<file path="config.mk">
export PLATFORM = sky130hd
export DESIGN_NAME = eth_stream_sched
export DESIGN_NICKNAME = d
export VERILOG_FILES = /design/src/rtl/eth_sched_pkg.sv /design/src/rtl/eth_prof_regfile.sv /design/src/rtl/eth_stream_sched.sv
export SDC_FILE = /design/constraint.sdc
export NUM_CORES = 2
export LEC_CHECK = 0
export CAP_MARGIN = 10
export CORE_MARGIN = 1
export CORE_UTILIZATION = 35
export CTS_BUF_LIST = sky130_fd_sc_hd__clkbuf_4
export CTS_CLUSTER_SIZE = 8
export DETAILED_ROUTE_END_ITERATION = 10
export GPL_TIMING_DRIVEN = 0
export HOLD_SLACK_MARGIN = 0.03
export PLACE_DENSITY = 0.53
export RECOVER_POWER = 25
export SLEW_MARGIN = 20
export SYNTH_ARGS = -nofsm -noshare
export SYNTH_HDL_FRONTEND = slang
export SYNTH_SLANG_ARGS = --single-unit
</file>
<file path="constraint.sdc">
create_clock -name clock -period 2.2 [get_ports clock]
set_input_delay 0.22 -clock clock [delete_from_list [all_inputs] [get_ports clock]]
set_output_delay 0.22 -clock clock [all_outputs]
set_load 0.02 [all_outputs]
</file>
<file path="src/rtl/eth_sched_pkg.sv">
// Shared types for the multi-stream Ethernet scheduler: the stream profile
// record handed to the packet generator and the scheduler state encoding.
package eth_sched_pkg;

  typedef struct packed {
    logic        valid;
    logic [47:0] da;
    logic [47:0] sa;
    logic [15:0] etype;
    logic        len_mode;
    logic [15:0] len;
    logic [31:0] count;
    logic [15:0] ifg;
    logic [1:0]  payload;
  } eth_prof_t;

  typedef enum logic [2:0] {
    ST_IDLE = 3'd0,
    ST_LOAD = 3'd1,
    ST_RUN  = 3'd2,
    ST_GAP  = 3'd3,
    ST_NEXT = 3'd4
  } sched_state_e;

endpackage

</file>
<file path="src/rtl/eth_prof_regfile.sv">
// Profile storage: one register per stream slot, one write port, one
// asynchronous read port, and a per-slot "eligible to run" flag.
module eth_prof_regfile
  import eth_sched_pkg::*;
#(
  parameter int NUM_STREAMS = 8
) (
  input  logic                           clock,
  input  logic                           reset,
  input  logic                           wr_en,
  input  logic [$clog2(NUM_STREAMS)-1:0] wr_idx,
  input  eth_prof_t                      wr_data,
  input  logic [$clog2(NUM_STREAMS)-1:0] rd_idx,
  output eth_prof_t                      rd_data,
  output logic [NUM_STREAMS-1:0]         eligible
);

  eth_prof_t regs [NUM_STREAMS];

  // Slot registers; a write lands at the clock edge, so a same-cycle read sees the old value.
  always_ff @(posedge clock or negedge reset) begin
    if (!reset) begin
      for (int i = 0; i < NUM_STREAMS; i++) regs[i] <= '0;
    end else if (wr_en) begin
      regs[wr_idx] <= wr_data;
    end
  end

  assign rd_data = regs[rd_idx];

  // A slot with a zero count would never see send_done, so it is not eligible.
  always_comb begin
    eligible = '0;
    for (int i = 0; i < NUM_STREAMS; i++) begin
      eligible[i] = regs[i].valid && (regs[i].count != 32'd0);
    end
  end

endmodule

</file>
<file path="src/rtl/eth_stream_sched.sv">
// Round-robin sequencer of stream profiles into the 8-bit packet generator.
//
// Generator handshake: gen_enable is held high for the whole RUN state and the
// generator raises gen_send_done once its packet count is reached. send_done is
// only honoured after ARM_CYCLES clocks of RUN, so a level left high by the
// previous stream cannot end the new one early.
module eth_stream_sched
  import eth_sched_pkg::*;
#(
  parameter int NUM_STREAMS = 8,
  parameter int GAP_CYCLES  = 64,
  parameter int ARM_CYCLES  = 4
) (
  input  logic                           clock,
  input  logic                           reset,
  input  logic                           start,
  input  logic                           stop,
  input  logic                           loop_en,
  input  logic                           pause,
  input  logic                           prof_wr_en,
  input  logic [$clog2(NUM_STREAMS)-1:0] prof_wr_idx,
  input  eth_prof_t                      prof_wr_data,
  output logic                           gen_enable,
  output logic                           gen_suspend,
  output logic                           gen_send_mode,
  output eth_prof_t                      gen_cfg,
  input  logic                           gen_send_done,
  output logic                           busy,
  output logic [$clog2(NUM_STREAMS)-1:0] cur_stream,
  output logic                           pass_done,
  output logic [31:0]                    streams_sent,
  output sched_state_e                   state_dbg
);

  localparam int IW = $clog2(NUM_STREAMS);
  localparam int AW = $clog2(ARM_CYCLES + 1);
  localparam int GW = $clog2(GAP_CYCLES + 1);

  sched_state_e       state, state_nxt;
  logic [IW-1:0]      cur_nxt;
  logic               pass_nxt;
  logic               load_cfg;
  logic               sent_inc;
  logic [AW-1:0]      arm_cnt;
  logic [GW-1:0]      gap_cnt;
  logic               armed;
  logic               gap_done;
  eth_prof_t          rd_data;
  logic [NUM_STREAMS-1:0] eligible;
  logic               any_elig;
  logic [IW-1:0]      lowest_elig;
  logic               found_above;
  logic [IW-1:0]      next_above;

  eth_prof_regfile #(.NUM_STREAMS(NUM_STREAMS)) u_regfile (
    .clock    (clock),
    .reset    (reset),
    .wr_en    (prof_wr_en),
    .wr_idx   (prof_wr_idx),
    .wr_data  (prof_wr_data),
    .rd_idx   (cur_stream),
    .rd_data  (rd_data),
    .eligible (eligible)
  );

  assign armed    = (arm_cnt == AW'(ARM_CYCLES));
  assign gap_done = (gap_cnt == GW'(GAP_CYCLES - 1));

  // Priority search: lowest eligible slot overall and lowest one above cur_stream.
  always_comb begin
    any_elig    = 1'b0;
    lowest_elig = '0;
    found_above = 1'b0;
    next_above  = '0;
    for (int i = NUM_STREAMS - 1; i >= 0; i--) begin
      if (eligible[i]) begin
        any_elig    = 1'b1;
        lowest_elig = IW'(i);
        if (i > int'(cur_stream)) begin
          found_above = 1'b1;
          next_above  = IW'(i);
        end
      end
    end
  end

  // Next-state decode; stop overrides every other transition, including start.
  always_comb begin
    state_nxt = state;
    cur_nxt   = cur_stream;
    pass_nxt  = 1'b0;
    load_cfg  = 1'b0;
    sent_inc  = 1'b0;
    if (stop) begin
      state_nxt = ST_IDLE;
    end else begin
      case (state)
        ST_IDLE: begin
          if (start && any_elig) begin
            state_nxt = ST_LOAD;
            cur_nxt   = lowest_elig;
          end
        end
        ST_LOAD: begin
          load_cfg  = 1'b1;
          state_nxt = ST_RUN;
        end
        ST_RUN: begin
          if (armed && gen_send_done) begin
            state_nxt = ST_GAP;
            sent_inc  = 1'b1;
          end
        end
        ST_GAP: begin
          if (gap_done) state_nxt = ST_NEXT;
        end
        ST_NEXT: begin
          if (found_above) begin
            state_nxt = ST_LOAD;
            cur_nxt   = next_above;
          end else begin
            pass_nxt = 1'b1;
            if (loop_en && any_elig) begin
              state_nxt = ST_LOAD;
              cur_nxt   = lowest_elig;
            end else begin
              state_nxt = ST_IDLE;
            end
          end
        end
        default: state_nxt = ST_IDLE;
      endcase
    end
  end

  // State, slot index, latched profile, pass pulse and completed-stream counter.
  always_ff @(posedge clock or negedge reset) begin
    if (!reset) begin
      state        <= ST_IDLE;
      cur_stream   <= '0;
      gen_cfg      <= '0;
      pass_done    <= 1'b0;
      streams_sent <= '0;
    end else begin
      state      <= state_nxt;
      cur_stream <= cur_nxt;
      pass_done  <= pass_nxt;
      if (load_cfg) gen_cfg <= rd_data;
      if (sent_inc) streams_sent <= streams_sent + 32'd1;
    end
  end

  // Arm counter runs from 0 on RUN entry; gap counter runs from 0 on GAP entry.
  always_ff @(posedge clock or negedge reset) begin
    if (!reset) begin
      arm_cnt <= '0;
      gap_cnt <= '0;
    end else begin
      if (state != ST_RUN) arm_cnt <= '0;
      else if (!armed)     arm_cnt <= arm_cnt + AW'(1);
      if (state != ST_GAP) gap_cnt <= '0;
      else                 gap_cnt <= gap_cnt + GW'(1);
    end
  end

  assign gen_enable    = (state == ST_RUN);
  assign gen_suspend   = pause;
  assign gen_send_mode = 1'b1;
  assign busy          = (state != ST_IDLE);
  assign state_dbg     = state;

endmodule

</file>
==> flow_metrics.env <==
export IMPL_synth_area_um2=72300
export IMPL_r2r_start="u_regfile.regs[24]$_DFFE_PN0P_"
export IMPL_multi_input_area_um2=29700
export IMPL_dp_hpwl_um=149000
export IMPL_gp_congestion=0.837
export IMPL_die_area_um2=208000
export IMPL_yosys_warnings=0
export IMPL_drc=0
export IMPL_synth_seq_area_share_pct=57.8
export IMPL_worst_setup_path_start_kind="register"
export IMPL_finClkSkew_ns=0.160
export IMPL_grt_total_usage_pct=21.2
export IMPL_seq_area_um2=41800
export IMPL_yosysUniqueCellTypes=52
export IMPL_fin_util_pct=44.5
export IMPL_cts_made_buffers=470
export IMPL_die_w_um=457
export IMPL_cp_max_fo=4
export IMPL_p_per_area_nw_per_um2=1200
export IMPL_synth_seq_cells=1669
export IMPL_vias=47100
export IMPL_drt_pre_antenna_iters=7
export IMPL_ys_top_cells_by_count="dfrtp_1, mux2_2, nand2_1, mux4_2, clkbuf_1"
export IMPL_cap_violations=0
export IMPL_nNetsFinal=6285
export IMPL_root_buffer="clkbuf_4"
export IMPL_timing_final_max_slew_violations=0
export IMPL_status="complete, but fails checks"
export IMPL_grt_max_degree=144
export IMPL_setup_viol=407
export IMPL_cts_buffer_depth=4
export IMPL_critPathLaunch="u_regfile.regs[24]$_DFFE_PN0P_"
export IMPL_cts_clk_slew_worst_paths_ns=0.06
export IMPL_crit_required_ns=3.48
export IMPL_max_slew_margin_pct=10.8
export IMPL_fin_hold_ws_ns=-0.112
export IMPL_grt_pass1_wl_um=331000
export IMPL_drive_above_1_share_pct=50.5
export IMPL_clkLatencyLatePin_ns=1.40
export IMPL_crit_arrival_ns=4.13
export IMPL_worst_slew_pin_slew_ns=1.34
export IMPL_cts_tree="yes"
export IMPL_grt_pass1_vias=50100
export IMPL_ys_flop_type="dfrtp_1"
export IMPL_post_place_ws_ns=-1.98
export IMPL_hold_class="in -> async"
export IMPL_ys_async_sr_fraction_pct=100
export IMPL_end_kind="register"
export IMPL_fill_cells=18800
export IMPL_gr_total_overflow=0
export IMPL_antenna_found_initial=44
export IMPL_hold_violations=81
export IMPL_h_tree_depth=5
export IMPL_syn_to_final_growth_pct=26.3
export IMPL_synthTopCellsByArea="dfrtp_1, mux2_2, mux4_2"
export IMPL_synth_cells=4802
export IMPL_wl_um=223000
export IMPL_io_buffers=409
export IMPL_timing_final_crit_share_pct=129
export IMPL_vias_per_cell=5.16
export IMPL_violations="hold timing, setup timing"
export IMPL_synth_fp_nets=4997
export IMPL_first_iter_violations=2815
export IMPL_num_rows=166
export IMPL_clock_sinks=1669
export IMPL_wl_per_cell_um=24.4
export IMPL_max_freq_ghz=0.352
export IMPL_setup_ws_ns=-0.643
export IMPL_postRouteAntennaNets=0
export IMPL_synth_top_area_cell="dfrtp_1"
export IMPL_period_needed_ns=2.84
export IMPL_synth_edf_count=0
export IMPL_yosysMostFrequentCell="dfrtp_1"
export IMPL_avgSynthCellArea_um2=15.1
export IMPL_die_h_um=457
export IMPL_start_util_pct=35.3
export IMPL_power_leakage_nw=38.7
export IMPL_regToRegSetupSlack_ns=-0.64
export IMPL_r2r_end="cur_stream[2]$_DFFE_PN0P_"
export IMPL_synth_top_cell_area_share_pct=57.8
export IMPL_worstSetupPathType="reg -> reg"
export IMPL_vdd_drop_max_mv=0.638
export IMPL_num_io_pins=414
export IMPL_core_area_um2=205000
export IMPL_reg2reg_depth=9
export IMPL_rsz0062_at_grt="true"
critical path, cell delays in order (launching register included):
cell and delay, ns:
dfrtp_1 0.39, nor4_1 0.46, nand4_1 0.40, o21ai_2 0.35, buf_4 0.17, o21bai_1 0.08
o2bb2a_2 0.30, nand3_2 0.12, a21oi_4 0.21, mux2_4 0.31
worst max-delay path by stage:
stage | to | slack [ns] | cells past startpoint
6_report | cur_stream[2]$_DFFE_PN0P_ | -0.64 | 9
5_1_grt | cur_stream[2]$_DFFE_PN0P_ | -0.75 | 8
4_1_cts | gen_enable | -0.75 | 4
3_5_place_dp | gen_cfg[69]$_DFFE_PN0P_ | -1.98 | 7
3_3_place_gp | state_dbg[0]$_DFFE_PN0P_ | -82.24 | 1
2_1_floorplan | streams_sent[31]$_DFFE_PN0P_ | -0.23 | 9
cell usage in the layout, fill, tap and decap left out, types with 8 or more instances in the layout:
cell / count
clkinv_1: 84
nand3_1: 13
nor4_1: 41
buf_4: 197
nand4_1: 22
dlygate4sd3_1: 200
buf_2: 10
buf_16: 21
clkbuf_8: 8
dfrtp_1: 1619
clkdlybuf4s50_1: 186
xnor2_1: 23
clkbuf_1: 140
nor4_2: 15
buf_6: 256
buf_12: 8
dfrtp_2: 50
clkbuf_16: 11
buf_8: 13
nor2_1: 196
nor4_4: 9
clkbuf_2: 56
nand2_1: 383
clkbuf_4: 716
mux2_2: 1441
diode_2: 19
mux4_2: 360
a31oi_1: 181
xor2_1: 10
area by class of cell:
type / instances / share of cell area, %
inverter: 10 / 0.0411
buffer: 321 / 2.37
multi-input combinational: 2798 / 32.6
tap: 2688 / 3.68
timing repair buffer: 820 / 9.30
antenna: 19 / 0.0521
clock buffer: 694 / 5.71
clock inverter: 99 / 0.459
sequential: 1669 / 45.8
per-stage QoR:
| stage | area, um^2 | instances | power [mW] | TNS, ns |
|---|---|---|---|---|
| floorplan | 72400 | 4802 | 64.3 | -1.44 |
| global placement | 79900 | 7899 | 77.8 | - |
| detailed placement | 80600 | 7926 | 78.9 | -1960.10 |
| CTS | 90500 | 9040 | 110 | -61.09 |
| global route | 91300 | 9112 | 116 | -213.00 |
| finish | 91300 | 9118 | 110 | -50.58 |
power by group:
group          switching (mW)  internal [mW]  total, mW
combinational            17.8           20.5       38.3
clock                    13.2           14.3       27.6
sequential               5.34           38.4       43.7
logic make-up (layout without fill, tap and decap cells):
family	count (synthesis)	after routing	share of synthesized area, %
multiplexers	1806	1806	33.7
flip-flops	1669	1669	57.8
AND/OR/NAND/NOR	733	733	4.33
buffers and inverters	335	1944	1.76
AO/OA/AOI/OAI	219	219	1.93
XOR/XNOR	35	35	0.424
adder cells (fa/ha/maj)	4	4	0.0692
other	1	20	0.00519
registers in the layout (all words and copies together), names as in the netlist:
name	cells
u_regfile.regs	1440
gen_cfg	180
streams_sent	32
gap_cnt	7
arm_cnt	3
cur_stream	3
state_dbg	3
pass_done	1
metal layers:
| layer | routed length, um | global-route usage (%) | part of all wire (%) |
|---|---|---|---|
| met1 | 95200 | 27.5 | 43 |
| met2 | 108000 | 34.6 | 49 |
| met3 | 9940 | 4.24 | 4.5 |
| met4 | 8760 | 8.91 | 3.9 |
| met5 | 135 | 0 | 0.061 |
timing repair:
action	in CTS	in global routing
hold buffers	202	3
hold endpoints to repair	2438	494
gates resized for setup	1703	185
cloned	0	6
buffers inserted	122	52
pin swaps	35	28
setup endpoints to repair	529	809
Note: power is estimated with default switching activity, not from simulation.
